$ cat src/rtl/rf_port_sched.sv
// rf_port_sched: arbitrates two write requesters (ALU, load) and one read
// requester onto a 2R/1W register-file port set. Writes beat reads, A/B
// round-robin, with a starvation counter that forces a read after four
// write grants issued while a read was waiting.
// Optional macro RF_ZERO_GUARD_EN: writes to r0 are granted but not issued.
module rf_port_sched (
  input  logic        clk,
  input  logic        rst_n,
  input  logic        wa_req,
  input  logic [4:0]  wa_addr,
  input  logic [31:0] wa_data,
  output logic        wa_gnt,
  input  logic        wb_req,
  input  logic [4:0]  wb_addr,
  input  logic [31:0] wb_data,
  output logic        wb_gnt,
  input  logic        rd_req,
  input  logic [4:0]  rd_a1,
  input  logic [4:0]  rd_a2,
  output logic        rd_gnt,
  output logic        rd_valid,
  output logic [4:0]  rf_r1_addr,
  output logic [4:0]  rf_r2_addr,
  output logic [4:0]  rf_r3_addr,
  output logic [31:0] rf_r3_in,
  output logic        rf_r3_we
);

  logic        last_b_q, last_b_d;     // 1: last write winner was B
  logic [2:0]  cnt_q, cnt_d;           // write grants while a read waits
  logic [1:0]  vld_pipe_q, vld_pipe_d; // read grant -> rd_valid delay line
  logic [4:0]  r1_addr_q, r1_addr_d;
  logic [4:0]  r2_addr_q, r2_addr_d;
  logic [4:0]  r3_addr_q, r3_addr_d;
  logic [31:0] r3_in_q, r3_in_d;
  logic        r3_we_q, r3_we_d;

  logic        force_rd;
  logic        wr_gnt;
  logic [4:0]  wr_addr;
  logic [31:0] wr_data;
  logic        wr_zero;

  // Grant selection: forced read, then writes (round-robin), then read.
  // Grants are gated by rst_n so nothing is granted while in reset.
  always_comb begin
    wa_gnt   = 1'b0;
    wb_gnt   = 1'b0;
    rd_gnt   = 1'b0;
    force_rd = rd_req & cnt_q[2];
    if (rst_n) begin
      if (force_rd)              rd_gnt = 1'b1;
      else if (wa_req && wb_req) begin
        if (last_b_q) wa_gnt = 1'b1;
        else          wb_gnt = 1'b1;
      end
      else if (wa_req)           wa_gnt = 1'b1;
      else if (wb_req)           wb_gnt = 1'b1;
      else if (rd_req)           rd_gnt = 1'b1;
    end
  end

  // Next-state for pointer, starvation counter and port registers.
  always_comb begin
    wr_gnt  = wa_gnt | wb_gnt;
    wr_addr = wa_gnt ? wa_addr : wb_addr;
    wr_data = wa_gnt ? wa_data : wb_data;
`ifdef RF_ZERO_GUARD_EN
    wr_zero = (wr_addr == 5'd0);
`else
    wr_zero = 1'b0;
`endif
    last_b_d = wr_gnt ? wb_gnt : last_b_q;

    cnt_d = cnt_q;
    if (!rd_req || rd_gnt) cnt_d = 3'd0;
    else if (wr_gnt)       cnt_d = cnt_q + 3'd1;

    r3_addr_d  = wr_gnt ? wr_addr : r3_addr_q;
    r3_in_d    = wr_gnt ? wr_data : r3_in_q;
    r3_we_d    = wr_gnt & ~wr_zero;
    r1_addr_d  = rd_gnt ? rd_a1 : r1_addr_q;
    r2_addr_d  = rd_gnt ? rd_a2 : r2_addr_q;
    vld_pipe_d = {vld_pipe_q[0], rd_gnt};
  end

  // State registers; async reset drops any pending write / read-valid.
  always_ff @(posedge clk or negedge rst_n) begin
    if (!rst_n) begin
      last_b_q   <= 1'b1;
      cnt_q      <= 3'd0;
      vld_pipe_q <= 2'b00;
      r1_addr_q  <= 5'd0;
      r2_addr_q  <= 5'd0;
      r3_addr_q  <= 5'd0;
      r3_in_q    <= 32'd0;
      r3_we_q    <= 1'b0;
    end else begin
      last_b_q   <= last_b_d;
      cnt_q      <= cnt_d;
      vld_pipe_q <= vld_pipe_d;
      r1_addr_q  <= r1_addr_d;
      r2_addr_q  <= r2_addr_d;
      r3_addr_q  <= r3_addr_d;
      r3_in_q    <= r3_in_d;
      r3_we_q    <= r3_we_d;
    end
  end

  assign rd_valid   = vld_pipe_q[1];
  assign rf_r1_addr = r1_addr_q;
  assign rf_r2_addr = r2_addr_q;
  assign rf_r3_addr = r3_addr_q;
  assign rf_r3_in   = r3_in_q;
  assign rf_r3_we   = r3_we_q;

endmodule

$ cat config.mk
export PLATFORM = sky130hd
export DESIGN_NAME = rf_port_sched
export DESIGN_NICKNAME = d
export VERILOG_FILES = /design/src/rtl/rf_port_sched.sv
export SDC_FILE = /design/constraint.sdc
export NUM_CORES = 1
export LEC_CHECK = 0
export BUFFER_PORTS_ARGS = -buffer_cell sky130_fd_sc_hd__buf_2
export CORE_ASPECT_RATIO = 1.2
export CORE_UTILIZATION = 30
export CTS_CLUSTER_DIAMETER = 150
export DETAILED_ROUTE_END_ITERATION = 7
export PLACE_DENSITY = 0.65
export SYNTH_ARGS = -nofsm -noshare
export SYNTH_HDL_FRONTEND = slang
export SYNTH_SLANG_ARGS = --single-unit
$ cat constraint.sdc
create_clock -name clk -period 1.4 [get_ports clk]
set_clock_uncertainty 0.2 [all_clocks]
set_input_delay 0.21 -clock clk [delete_from_list [all_inputs] [get_ports clk]]
set_output_delay 0.21 -clock clk [all_outputs]
set_load 0.05 [all_outputs]
==> results.json <==
{
  "path_cells": "a21bo_4 > nor3_4 > buf_6",
  "clock-sinks": 54,
  "finalCritPeriodShare_pct": 124.3,
  "worst_slack_ps": -340.5,
  "grt_pass1_vias": 3160,
  "report.final.slew_viol_count": 0,
  "violations": "hold timing, setup timing",
  "drive_gt1_share_pct": 40.89,
  "initial_core_util_pct": 31.49,
  "synth_area_leader_cell": "dfrtp_1",
  "overflow": 0,
  "final_util_pct": 55.04,
  "seq_area_frac_synth_pct": 49.09,
  "startpoint_type": "flop",
  "drt_iter0_drc": 139,
  "cts_tree": "built",
  "clockBufferDepth": 2,
  "dp_hpwl_um": 5569,
  "vias_per_cell": 5.041,
  "nNetsFinal": 584,
  "drc": 0,
  "yosys-top-cells-area": "dfrtp_1, nand3b_1, a31oi_1, a21oi_1, o21ai_0",
  "clock.fmax_mhz": 574.5,
  "status": "complete, but fails checks",
  "grt_max_degree": 49,
  "cts.reportedPaths.clkPinSlew_ps": 90,
  "n_antenna_cell": 0,
  "hold_ws_ps": -222.8,
  "ant_nets": 0,
  "io_buffer_count": 140,
  "ys_dominant_reg_cell": "dfrtp_1",
  "relSlewSlack_pct": 72.64,
  "ir_drop_v": 0.0004778,
  "max_stage_delay_ps": 450,
  "synth_edf_count": 0,
  "finalHoldViolCount": 51,
  "synthCells": 266,
  "die_w_um": 89.48,
  "io_pins": 141,
  "rows": 37,
  "synth_area_um2": 2755,
  "crit_type": "flop to primary output",
  "grt_pass1_wl_um": 14880,
  "timing.rr.start": "cnt_q[2]$_DFFE_PN0P_",
  "die_area_um2": 9573,
  "cts-root-buf": "clkbuf_8",
  "cap_violations": 0,
  "hold_buffers": 85,
  "yosys_warnings": 0,
  "cp.arrival_ps": 1330,
  "wl_per_cell_um": 16.46,
  "routabilityCongestion": 0.7067,
  "powerDensity_nw_per_um2": 1085,
  "synth_top_area_share_pct": 48.14,
  "fillCellCount": 749,
  "die_y_um": 107.0,
  "critPathSlowestCell": "dfrtp_2",
  "critPathCaptureType": "primary output",
  "ys_types": 29,
  "tightestPinTransition_ps": 410.4,
  "setup_viol": 54,
  "insertion_delay_ps": 300,
  "syn-num-nets": 356,
  "wirelength_um": 10060,
  "antenna_found_initial": 0,
  "min_path_type": "input port to asynchronous set/reset pin",
  "critPathLaunch": "cnt_q[2]$_DFFE_PN0P_",
  "cts.htree.levels": 2,
  "rsz0062_at_grt": "yes",
  "ys_ff_latch": 54,
  "p_total_mw": 5.223,
  "worstPathRequired_ps": 990,
  "track_usage_pct": 20.55,
  "avgSynthCellArea_um2": 10.36,
  "core_um2": 8750,
  "critPathMaxFanout": 4,
  "numCtsBuffers": 5,
  "rr_worst_depth": 6,
  "vias": 3080,
  "synth_async_sr_flop_share_pct": 100.0,
  "fin_crit_ps": 1741,
  "dr.pass1.iters": 4,
  "syn2layout_area_growth_pct": 74.80,
  "ys_top_cells_by_count": "dfrtp_1, a21oi_1, a31oi_1",
  "synth_most_common_cell": "dfrtp_1",
  "p_leak_nw": 2.136
}
-- worst max-delay path: cells and delay by family, from the launching register on --
| kind | cells | cell delay (ps) |
|---|---|---|
| compound gates | 1 | 230 |
| simple gates | 1 | 170 |
| flops | 1 | 450 |
| buf+inv | 1 | 180 |
-- final timing paths --
check                      slack, ps                   endpoint
max                             -340                     wa_gnt
min                             -220   rf_r3_in[11]$_DFFE_PN0P_
max reg2reg                     -310  rf_r3_addr[2]$_DFFE_PN0P_
min reg2reg                      150    vld_pipe_q[1]$_DFF_PN0_
max in group asynchronous        550       last_b_q$_DFFE_PN1P_
min in group clk                  50       last_b_q$_DFFE_PN1P_
-- logic make-up (layout without fill, tap and decap cells) --
logic type                 Yosys count  after routing  synth area share, %
DFF                                 54             54                49.09
adders and majority gates            1              1               0.4541
and+or+nand+nor                     47             47                12.44
AOI/OAI and AO/OA                  123            123                24.93
muxes                               10             10                5.313
buffers and inverters               31            259                7.765
-- metrics by stage --
step	setup slack [ps]	instance area (um2)	hold slack (ps)	instances	TNS [ps]
final	-340.5	4816	-222.8	611	-12800
after global routing	-385.8	4816	-204.3	611	-14570
after CTS	-354.9	4720	-236.5	608	-8725
after detailed placement	-160.0	3642	-44.27	513	-3922
after global placement	-126.7	3642	-45.71	513	-2635
after floorplan	-197.0	2834	-285.6	266	-1489
-- routing by layer --
| layer | track usage, % | routed length, um | vias to the layer above |
|---|---|---|---|
| li1 | - | - | 1446 |
| met1 | 22.39 | 3853 | 1476 |
| met2 | 38.60 | 5467 | 134 |
| met3 | 3.618 | 471 | 24 |
| met4 | 7.483 | 266 | 0 |
| met5 | 0 | 0 | - |
-- cell usage in the layout, fill, tap and decap left out --
| cell type | n |
|---|---|
| o21bai_4 | 1 |
| clkbuf_8 | 6 |
| o21ai_1 | 20 |
| dlygate4sd3_1 | 85 |
| nand3_4 | 1 |
| a21oi_4 | 1 |
| nor2_4 | 1 |
| nor3_4 | 1 |
| nand3b_1 | 37 |
| and3_4 | 1 |
| nor2_1 | 2 |
| a21bo_2 | 1 |
| bufinv_16 | 1 |
| o21ai_0 | 18 |
| buf_8 | 1 |
| o21ai_2 | 1 |
| a31oi_1 | 39 |
| nor2b_4 | 1 |
| ha_1 | 1 |
| buf_2 | 124 |
| or2_1 | 1 |
| a21boi_4 | 1 |
| dfstp_2 | 1 |
| buf_12 | 5 |
| clkbuf_16 | 2 |
| inv_2 | 1 |
| or3_4 | 1 |
| buf_6 | 7 |
| buf_4 | 14 |
| a21bo_4 | 1 |
| mux2_4 | 10 |
| a21oi_1 | 37 |
| dfrtp_1 | 52 |
| a21oi_2 | 3 |
| dfrtp_2 | 1 |
| nand2_4 | 1 |
| clkbuf_4 | 13 |
-- what timing repair did --
item / CTS / global route
cloned: 1 / 2
pin swaps: 3 / 4
endpoints found under the setup margin: 53 / 67
gates resized for setup: 20 / 23
endpoints found under the hold margin: 101 / 51
buffers inserted: 2 / 3
-- report_power, final --
group	leakage [nW]	internal [mW]	switching, mW
clock	0.0573	0.573	0.490
sequential	0.625	1.80	0.136
combinational	1.45	0.817	1.41
total	2.14	3.19	2.04
-- flip-flops by register name, indices dropped and copies added (netlist names) --
signal / flops
rf_r3_in: 32
rf_r3_addr: 5
last_b_q: 1
cnt_q: 3
vld_pipe_q: 2
rf_r2_addr: 5
rf_r3_we: 1
rf_r1_addr: 5
-- cell type report --
type | instances | area, um2 | share of cell area (%)
clock buffers | 6 | 82.58 | 1.715
clock inverters | 1 | 30.03 | 0.6235
inverters | 1 | 3.754 | 0.07794
multi-input cells | 181 | 1281 | 26.60
flip-flops and latches | 54 | 1354 | 28.11
well taps | 117 | 146.4 | 3.040
repair buffers | 251 | 1918 | 39.83
Note: power is estimated with default switching activity, not from simulation.
